[src/rtl/coin_scan_renderer.sv]
// rtl/coin_scan_renderer.sv - fixed-latency coin lookup for the VGA scan
// Coin state is snapshotted on frame_start; collection counting uses live visibility.
module coin_scan_renderer #(
  parameter int N_COINS   = 4,
  parameter int COIN_SIZE = 16,
  localparam int IW = (N_COINS > 1) ? $clog2(N_COINS) : 1,
  localparam int CW = $clog2(N_COINS + 1),
  localparam int TW = $clog2(COIN_SIZE)
) (
  input  logic                     clk,
  input  logic                     reset,
  input  logic                     frame_start,
  input  logic                     pix_valid,
  input  logic [9:0]               pix_x,
  input  logic [8:0]               pix_y,
  input  logic [N_COINS-1:0][9:0]  coin_left_x,
  input  logic [N_COINS-1:0][8:0]  coin_top_y,
  input  logic [N_COINS-1:0]       coin_vis,
  output logic                     out_valid,
  output logic                     coin_hit,
  output logic [IW-1:0]            coin_idx,
  output logic [TW-1:0]            tex_col,
  output logic [TW-1:0]            tex_row,
  output logic [CW-1:0]            collected_count,
  output logic                     all_collected,
  output logic                     armed
);

  typedef enum logic {S_WAIT_FRAME, S_ACTIVE} state_t;

  // Spans are one bit wider than the coordinates so x=630 covers 630..645 without wrapping.
  localparam logic [10:0] X_SPAN = 11'(COIN_SIZE - 1);
  localparam logic [9:0]  Y_SPAN = 10'(COIN_SIZE - 1);

  state_t                    state_q, state_d;
  logic [N_COINS-1:0][9:0]   snap_x_q, snap_x_d;
  logic [N_COINS-1:0][8:0]   snap_y_q, snap_y_d;
  logic [N_COINS-1:0]        snap_v_q, snap_v_d;
  logic [N_COINS-1:0]        prev_vis_q, prev_vis_d;
  logic [CW-1:0]             count_q, count_d;
  logic                      all_q, all_d;
  logic                      s1_valid_q, s1_valid_d;
  logic [9:0]                s1_x_q, s1_x_d;
  logic [8:0]                s1_y_q, s1_y_d;
  logic                      s2_valid_q, s2_valid_d;
  logic                      s2_hit_q, s2_hit_d;
  logic [IW-1:0]             s2_idx_q, s2_idx_d;
  logic [TW-1:0]             s2_col_q, s2_col_d;
  logic [TW-1:0]             s2_row_q, s2_row_d;
  logic [CW-1:0]             fall_cnt;
  logic [CW:0]               sum;

  always_ff @(posedge clk) begin
    if (reset) begin
      state_q <= S_WAIT_FRAME;
    end else begin
      state_q <= state_d;
    end
  end

  always_comb begin
    state_d = state_q;
    if (state_q == S_WAIT_FRAME && frame_start) begin
      state_d = S_ACTIVE;
    end
  end

  always_comb begin
    armed = (state_q == S_ACTIVE);
  end

  always_comb begin
    snap_x_d   = snap_x_q;
    snap_y_d   = snap_y_q;
    snap_v_d   = snap_v_q;
    if (frame_start) begin
      snap_x_d = coin_left_x;
      snap_y_d = coin_top_y;
      snap_v_d = coin_vis;
    end
    s1_valid_d = pix_valid;
    s1_x_d     = pix_x;
    s1_y_d     = pix_y;
  end

  // Scan from the highest index down so the lowest matching coin is the last one written.
  always_comb begin
    s2_valid_d = s1_valid_q;
    s2_hit_d   = 1'b0;
    s2_idx_d   = '0;
    s2_col_d   = '0;
    s2_row_d   = '0;
    for (int i = N_COINS - 1; i >= 0; i--) begin
      if (s1_valid_q && armed && snap_v_q[i]
          && s1_x_q >= snap_x_q[i] && {1'b0, s1_x_q} <= {1'b0, snap_x_q[i]} + X_SPAN
          && s1_y_q >= snap_y_q[i] && {1'b0, s1_y_q} <= {1'b0, snap_y_q[i]} + Y_SPAN) begin
        s2_hit_d = 1'b1;
        s2_idx_d = IW'(i);
        s2_col_d = TW'(s1_x_q - snap_x_q[i]);
        s2_row_d = TW'(s1_y_q - snap_y_q[i]);
      end
    end
  end

  always_comb begin
    fall_cnt = '0;
    for (int i = 0; i < N_COINS; i++) begin
      fall_cnt = fall_cnt + CW'(prev_vis_q[i] & ~coin_vis[i]);
    end
    sum        = {1'b0, count_q} + {1'b0, fall_cnt};
    count_d    = (sum > (CW + 1)'(N_COINS)) ? CW'(N_COINS) : sum[CW-1:0];
    all_d      = (count_d == CW'(N_COINS));
    prev_vis_d = coin_vis;
  end

  always_ff @(posedge clk) begin
    if (reset) begin
      snap_x_q   <= '0;
      snap_y_q   <= '0;
      snap_v_q   <= '0;
      prev_vis_q <= '0;
      count_q    <= '0;
      all_q      <= 1'b0;
      s1_valid_q <= 1'b0;
      s1_x_q     <= '0;
      s1_y_q     <= '0;
      s2_valid_q <= 1'b0;
      s2_hit_q   <= 1'b0;
      s2_idx_q   <= '0;
      s2_col_q   <= '0;
      s2_row_q   <= '0;
    end else begin
      snap_x_q   <= snap_x_d;
      snap_y_q   <= snap_y_d;
      snap_v_q   <= snap_v_d;
      prev_vis_q <= prev_vis_d;
      count_q    <= count_d;
      all_q      <= all_d;
      s1_valid_q <= s1_valid_d;
      s1_x_q     <= s1_x_d;
      s1_y_q     <= s1_y_d;
      s2_valid_q <= s2_valid_d;
      s2_hit_q   <= s2_hit_d;
      s2_idx_q   <= s2_idx_d;
      s2_col_q   <= s2_col_d;
      s2_row_q   <= s2_row_d;
    end
  end

  assign out_valid       = s2_valid_q;
  assign coin_hit        = s2_hit_q;
  assign coin_idx        = s2_idx_q;
  assign tex_col         = s2_col_q;
  assign tex_row         = s2_row_q;
  assign collected_count = count_q;
  assign all_collected   = all_q;

endmodule

[config.mk]
export PLATFORM = sky130hd
export DESIGN_NAME = coin_scan_renderer
export DESIGN_NICKNAME = d
export VERILOG_FILES = /design/src/rtl/coin_scan_renderer.sv
export SDC_FILE = /design/constraint.sdc
export NUM_CORES = 1
export LEC_CHECK = 0
export ABC_AREA = 1
export CAP_MARGIN = 20
export CORE_MARGIN = 4
export CORE_UTILIZATION = 55
export DETAILED_ROUTE_END_ITERATION = 8
export GPL_TIMING_DRIVEN = 0
export PLACE_DENSITY = 0.87
export SKIP_CTS_REPAIR_TIMING = 1
export SKIP_LAST_GASP = 1
export SLEW_MARGIN = 5
export SYNTH_ARGS = -nofsm -noshare
export SYNTH_HDL_FRONTEND = slang
export SYNTH_SLANG_ARGS = --single-unit
[constraint.sdc]
create_clock -name clk -period 3.48 [get_ports clk]
set_input_delay 0.522 -clock clk [delete_from_list [all_inputs] [get_ports clk]]
set_output_delay 0.522 -clock clk [all_outputs]
set_load 0.01 [all_outputs]
==> results of run 1 <==
[sequential cells by signal, summed over array words and instances (netlist names)]
register / flops
snap_x_q: 40
all_collected: 1
coin_hit: 1
snap_y_q: 36
collected_count: 3
s1_x_q: 10
coin_idx: 2
snap_v_q: 4
armed: 1
s1_valid_q: 1
tex_col: 4
tex_row: 4
s1_y_q: 9
out_valid: 1
prev_vis_q: 4
[per-stage QoR]
step	area [sq um]	std cells	worst slack [ns]	power (mW)
after CTS	11700	1700	0.4433	4.710
after global placement	11080	1669	0.4194	2.767
after global routing	11700	1700	0.1516	4.966
final	11700	1700	0.3829	4.725
after floorplan	9613	1326	0.9824	2.420
after detailed placement	11080	1669	0.2931	2.822
[worst max-delay path: stages (launching register included)]
cell and delay (ns):
dfxtp_1 0.41, inv_1 0.11, ha_1 0.23, nand3_1 0.14
nand2_1 0.06, nor2_1 0.16, nand3_1 0.11, xor2_1 0.16
ha_1 0.28, and3_1 0.18, nand4_1 0.09, o21ai_0 0.09
inv_1 0.05, nand2_1 0.19, nand2_1 0.08, nor2_1 0.18
nand3_1 0.13, nand2_1 0.12, nand2_1 0.07, a21oi_2 0.17
[report_power, final]
group	internal [mW]	switching [mW]	total [mW]
registers	1.48	0.107	1.58
logic	0.538	0.733	1.27
clock network	1.23	0.637	1.87
total	3.25	1.48	4.73
[area by class of cell]
type,count,area [sq um]
Buffer,31,127.6
Clock buffer,25,515.5
Clock inverter,6,110.1
Fill cell,1340,5535
Inverter,178,668.1
Multi-Input combinational cell,996,6395
Sequential cell,121,2422
Tap cell,225,281.5
Timing Repair Buffer,118,1181
[layer usage]
metal,up-vias,routed length (microns),global-route usage [%]
met2,439,13180,48.19
met5,-,0,0
met1,4312,11150,34.04
met3,127,2396,5.565
li1,4676,-,-
met4,0,1487,15.45
[cells by family (layout without fill, tap and decap cells)]
| logic type | count (synthesis) | count (layout) |
|---|---|---|
| xor gates and xnor gates | 68 | 68 |
| DFF | 121 | 121 |
| adders and majority gates | 175 | 175 |
| AOI/OAI and AO/OA | 269 | 269 |
| buffers and inverters | 209 | 358 |
| and+or+nand+nor | 484 | 484 |
[final timing paths]
kind | slack (ns) | end | cells after the start | start
setup / recovery | 0.38 | tex_col[3]$_SDFF_PP0_ | 19 | snap_y_q[19]$_SDFFE_PP0P_
setup reg to reg | 0.38 | tex_col[3]$_SDFF_PP0_ | 19 | snap_y_q[19]$_SDFFE_PP0P_
hold reg to reg | 0.43 | out_valid$_SDFF_PP0_ | 2 | s1_valid_q$_SDFF_PP0_
hold / removal | 0.43 | out_valid$_SDFF_PP0_ | 2 | s1_valid_q$_SDFF_PP0_
[placed cells by master, fill, tap and decap left out, types with 13 or more instances in the layout]
cell | synthesis | routed
nand2_1 | 233 | 233
inv_1 | 171 | 171
ha_1 | 165 | 165
a21oi_1 | 138 | 138
nor2_1 | 125 | 125
dfxtp_1 | 121 | 121
clkdlybuf4s50_1 | 0 | 118
o21ai_0 | 102 | 102
nand3_1 | 57 | 57
xor2_1 | 54 | 54
clkbuf_1 | 29 | 31
nand4_1 | 28 | 28
clkbuf_16 | 0 | 17
xnor2_1 | 14 | 14
nand3b_1 | 13 | 13
==> impl_metrics.tcl, run 1 <==
set metrics [dict create \
    area_delta_synth_final_pct 21.72 \
    gp_congestion 0.9599 \
    ys_top_cells_by_count "233 x nand2_1, 171 x inv_1, 165 x ha_1" \
    rows 48 \
    start_kind "flip-flop" \
    post-dp-hpwl_mm 20.96 \
    ir_drop_uv 375.8 \
    cts_max_level 4 \
    ys.flop_type "dfxtp_1" \
    powerDensity_nw_per_um2 403.8 \
    via_count 9554 \
    wirelength_mm 28.21 \
    portBuffers 118 \
    detail_route.wl_per_cell_microns 16.60 \
    status "completed" \
    drive_above_1_share_pct 3.864 \
    num_io_pins 120 \
    synth.most_common_cell "nand2_1" \
    yosysTopAreaCellShare_pct 25.20 \
    worstMarginPinSlew_ns 0.8268 \
    crit_type "reg -> reg" \
    layout_min_cycle_time_ns 3.097 \
    clkLatencyLatePin_ns 0.43 \
    grt.total_usage_pct 28.50 \
    yosys.area.top_type "dfxtp_1" \
    grt_pass1_vias 9508 \
    async_flop_share_pct 0 \
    yosysWarningCount 0 \
    first_pass_iters 5 \
    end_kind "flip-flop" \
    setup_violations 0 \
    rsz0062_at_grt "false" \
    synth_adder_area_share_pct 23.56 \
    clock_path_buffers 2 \
    yosysUniqueCellTypes 38 \
    cts_sinks 121 \
    antenna_left 0 \
    antenna_found_initial 0 \
    p_leak_nw 5.529 \
    die_h_microns 140.2 \
    required_ns 3.83 \
    syn-cell-area_sq_um 9613 \
    maxCapViolations 0 \
    cts.clk_slew.worst_paths_ns 0.06 \
    die_area_sq_um 19660 \
    die_w_microns 140.2 \
    yosysSeqAreaShare_pct 25.20 \
    crit_arrival_ns 3.44 \
    tns_ns 0 \
    num_antenna_cells 0 \
    start_util_pct 55.77 \
    avgSynthCellArea_sq_um 7.250 \
    finalHoldViolCount 0 \
    drc 0 \
    synthXorXnorAreaFrac_pct 6.195 \
    root_buffer "clkbuf_16" \
    synthMuxAreaShare_pct 0 \
    synthCells 1326 \
    grt_max_degree 17 \
    synth_compound_area_share_pct 14.86 \
    synth_edf_count 0 \
    cp_max_fo 3 \
    post-route-period-util_pct 89.00 \
    fin_util_pct 67.89 \
    viasPerCell 5.620 \
    drtIter0Drc 737 \
    grt-ovfl-total 0 \
    syn_nets 1604 \
    nets 1741 \
    cts_tree "yes" \
    hp-class "reg -> reg" \
    core_area_sq_um 17240 \
    synth_top_family_by_area "adder cells" \
    slew_headroom_pct 44.88 \
    max_freq_mhz 322.9 \
    ys_ff_latch 121 \
    cts_buffers 17 \
    grt_pass1_wl_mm 45.13 \
    slew_viol_final 0 \
    timing.hold.ws_ns 0.4263 \
    synthTopCellsByArea "dfxtp_1 25%, ha_1 21%, nand2_1 9.1%" \
    fin_skew_ns 0.007399 \
    synth-simple-area-share_pct 21.91 \
]
(Power assumes the default switching activity.)
==> run 2, diff against run 1 <==
--- a/config.mk
+++ b/config.mk
@@ -7,11 +7,13 @@
 export LEC_CHECK = 0
 export ABC_AREA = 1
 export CAP_MARGIN = 20
+export CELL_PAD_IN_SITES_DETAIL_PLACEMENT = 0
+export CELL_PAD_IN_SITES_GLOBAL_PLACEMENT = 1
 export CORE_MARGIN = 4
-export CORE_UTILIZATION = 55
+export CORE_UTILIZATION = 41
 export DETAILED_ROUTE_END_ITERATION = 8
 export GPL_TIMING_DRIVEN = 0
-export PLACE_DENSITY = 0.87
+export PLACE_DENSITY = 0.89
 export SKIP_CTS_REPAIR_TIMING = 1
 export SKIP_LAST_GASP = 1
 export SLEW_MARGIN = 5
==> impl_metrics.tcl, run 2 (same netlist as run 1, synthesis figures left out) <==
set metrics [dict create \
    portBuffers 118 \
    powerDensity_nw_per_um2 407.9 \
    drtIter0Drc 456 \
    end_kind "flip-flop" \
    via_count 9032 \
    status "completed" \
    timing.critical_path.mode_cell "nand2_1" \
    fill_cells 2269 \
    hp-class "reg -> reg" \
    nets 1741 \
    path_delay_family "simple AND/OR/NAND/NOR gates" \
    fin_util_pct 51.88 \
    gp_congestion 0.8974 \
    post-dp-hpwl_mm 21.79 \
    drive_above_1_share_pct 4.065 \
    start_util_pct 42.08 \
    start_kind "flip-flop" \
    grt_max_degree 17 \
    final_common_cell "nand2_1" \
    hp-start "s1_valid_q$_SDFF_PP0_" \
    grt_pass1_vias 8621 \
    rows 55 \
    die_area_sq_um 25960 \
    grt.total_usage_pct 21.14 \
    finalHoldViolCount 0 \
    crit_slowest_cell "dfxtp_1" \
    final_cells 1789 \
    cts_buffers 17 \
    clock_path_buffers 2 \
    min_to "out_valid$_SDFF_PP0_" \
    final_cell_mix "233 x nand2_1, 171 x inv_1, 165 x ha_1" \
    grt_pass1_wl_mm 43.75 \
    maxCapViolations 0 \
    area_delta_synth_final_pct 23.31 \
    setup_violations 0 \
    tns_ns 0 \
    detail_route.wl_per_cell_microns 15.44 \
    cts_max_level 4 \
    root_buffer "clkbuf_16" \
    num_io_pins 120 \
    required_ns 3.80 \
    r2r_cells 17 \
    whs_path_depth 2 \
    p_leak_nw 5.551 \
    slew_headroom_pct 48.54 \
    crit_type "reg -> reg" \
    max_freq_mhz 320.1 \
    antenna_found_initial 0 \
    crit_chain "inv_1 -> ha_1 -> nand3_1 -> nand2_1 -> nor2_1 -> nand3_1 -> xor2_1 -> ha_1 -> and3_1 -> nand4_1 -> o21ai_0 -> inv_1 -> nand2_1 -> nand4_1 -> o21ai_0 -> nand2_1 -> nor2_1" \
    cts.clk_slew.worst_paths_ns 0.06 \
    fin_skew_ns 0.007301 \
    seq_area_sq_um 2422 \
    slew_viol_final 0 \
    multiInputGateArea_sq_um 6395 \
    rsz0062_at_grt "false" \
    die_w_microns 161.1 \
    viasPerCell 5.049 \
    core_area_sq_um 22850 \
    reg2reg_setup_slack_ns 0.36 \
    total_power_mw 4.835 \
    drc 0 \
    worst-path-buf-inv 2 \
    first_pass_iters 5 \
    die_h_microns 161.1 \
    clkLatencyLatePin_ns 0.43 \
    slowest_delay_ns 0.38 \
    num_antenna_cells 0 \
    largest_reg_flops 40 \
    regMostFlops "snap_x_q" \
    antenna_left 0 \
    cts_tree "yes" \
    timing.rr.start "snap_y_q[19]$_SDFFE_PP0P_" \
    dp.cells 1757 \
    worstMarginPinSlew_ns 0.7719 \
    top_regs "snap_x_q: 40 flops, snap_y_q: 36 flops, s1_x_q: 10 flops" \
    grt-ovfl-total 0 \
    ir_drop_uv 270.7 \
    wirelength_mm 27.62 \
    crit_arrival_ns 3.44 \
    post-route-period-util_pct 89.76 \
    cp_max_fo 5 \
    cts_sinks 121 \
    layout_min_cycle_time_ns 3.124 \
    r2r-end "coin_idx[1]$_SDFF_PP0_" \
]
-- run 2: cell types whose count changed in the layout (fill, tap and decap cells not counted) --
cell        previous run  this run
bufinv_16              3         5
clkbuf_1              31        29
clkbuf_8               6         2
clkinv_4               0         4
clkinvlp_4             2         1
inv_6                  0         2
-- run 2: layout make-up --
| class | count | share of cell area [%] |
|---|---|---|
| well taps | 313 | 3.304 |
| clock buffers | 19 | 3.821 |
| flip-flops and latches | 121 | 20.43 |
| clock inverters | 13 | 1.815 |
| repair buffers | 118 | 9.964 |
| multi-input cells | 996 | 53.95 |
| inverters | 178 | 5.636 |
| plain buffers | 31 | 1.077 |
-- run 2: metal layers --
metal / routed length [microns] / track usage (%) / share of wire [%]
met1: 13160 / 28.18 / 48
met2: 12180 / 33.73 / 44
met3: 1482 / 4.185 / 5.4
met4: 795 / 8.375 / 2.9
met5: 0 / 0 / 0
-- run 2: stage by stage --
stage / cell area, sq um / setup WS, ns / hold slack, ns
after global routing: 11850 / 0.1167 / 0.4485
after detailed placement: 11190 / 0.3864 / 0.4218
after global placement: 11190 / 0.4026 / 0.4121
after floorplan: 9613 / 0.9824 / 0.4031
final: 11850 / 0.3563 / 0.4255
after CTS: 11850 / 0.3635 / 0.4296
-- run 2: where the power goes --
part           leakage (nW)  switching (mW)  total [mW]  internal (mW)
logic                  4.22           0.698        1.23          0.532
clock network         0.324           0.707        2.02           1.32
registers              1.00           0.107        1.58           1.47
-- run 2: worst max-delay path by stage --
stage | startpoint | to | slack (ns) | cells past startpoint
after floorplan | coin_vis[2] | collected_count[0]$_SDFF_PP0_ | 0.98 | 9
after global placement | snap_y_q[19]$_SDFFE_PP0P_ | coin_idx[1]$_SDFF_PP0_ | 0.40 | 17
after detailed placement | snap_y_q[19]$_SDFFE_PP0P_ | coin_idx[1]$_SDFF_PP0_ | 0.39 | 17
after CTS | snap_y_q[19]$_SDFFE_PP0P_ | coin_idx[1]$_SDFF_PP0_ | 0.36 | 17
after global routing | snap_y_q[19]$_SDFFE_PP0P_ | coin_idx[1]$_SDFF_PP0_ | 0.12 | 17
final | snap_y_q[19]$_SDFFE_PP0P_ | coin_idx[1]$_SDFF_PP0_ | 0.36 | 17
-- run 2: worst reg2reg max path: cells and delay by family, from the launching register on --
family	cells	cell delay [ns]
AND/OR/NAND/NOR	10	1.54
adder cells (fa/ha/maj)	2	0.50
flip-flops	1	0.38
AO/OA/AOI/OAI	2	0.31
XOR/XNOR	1	0.16
buffers and inverters	2	0.15
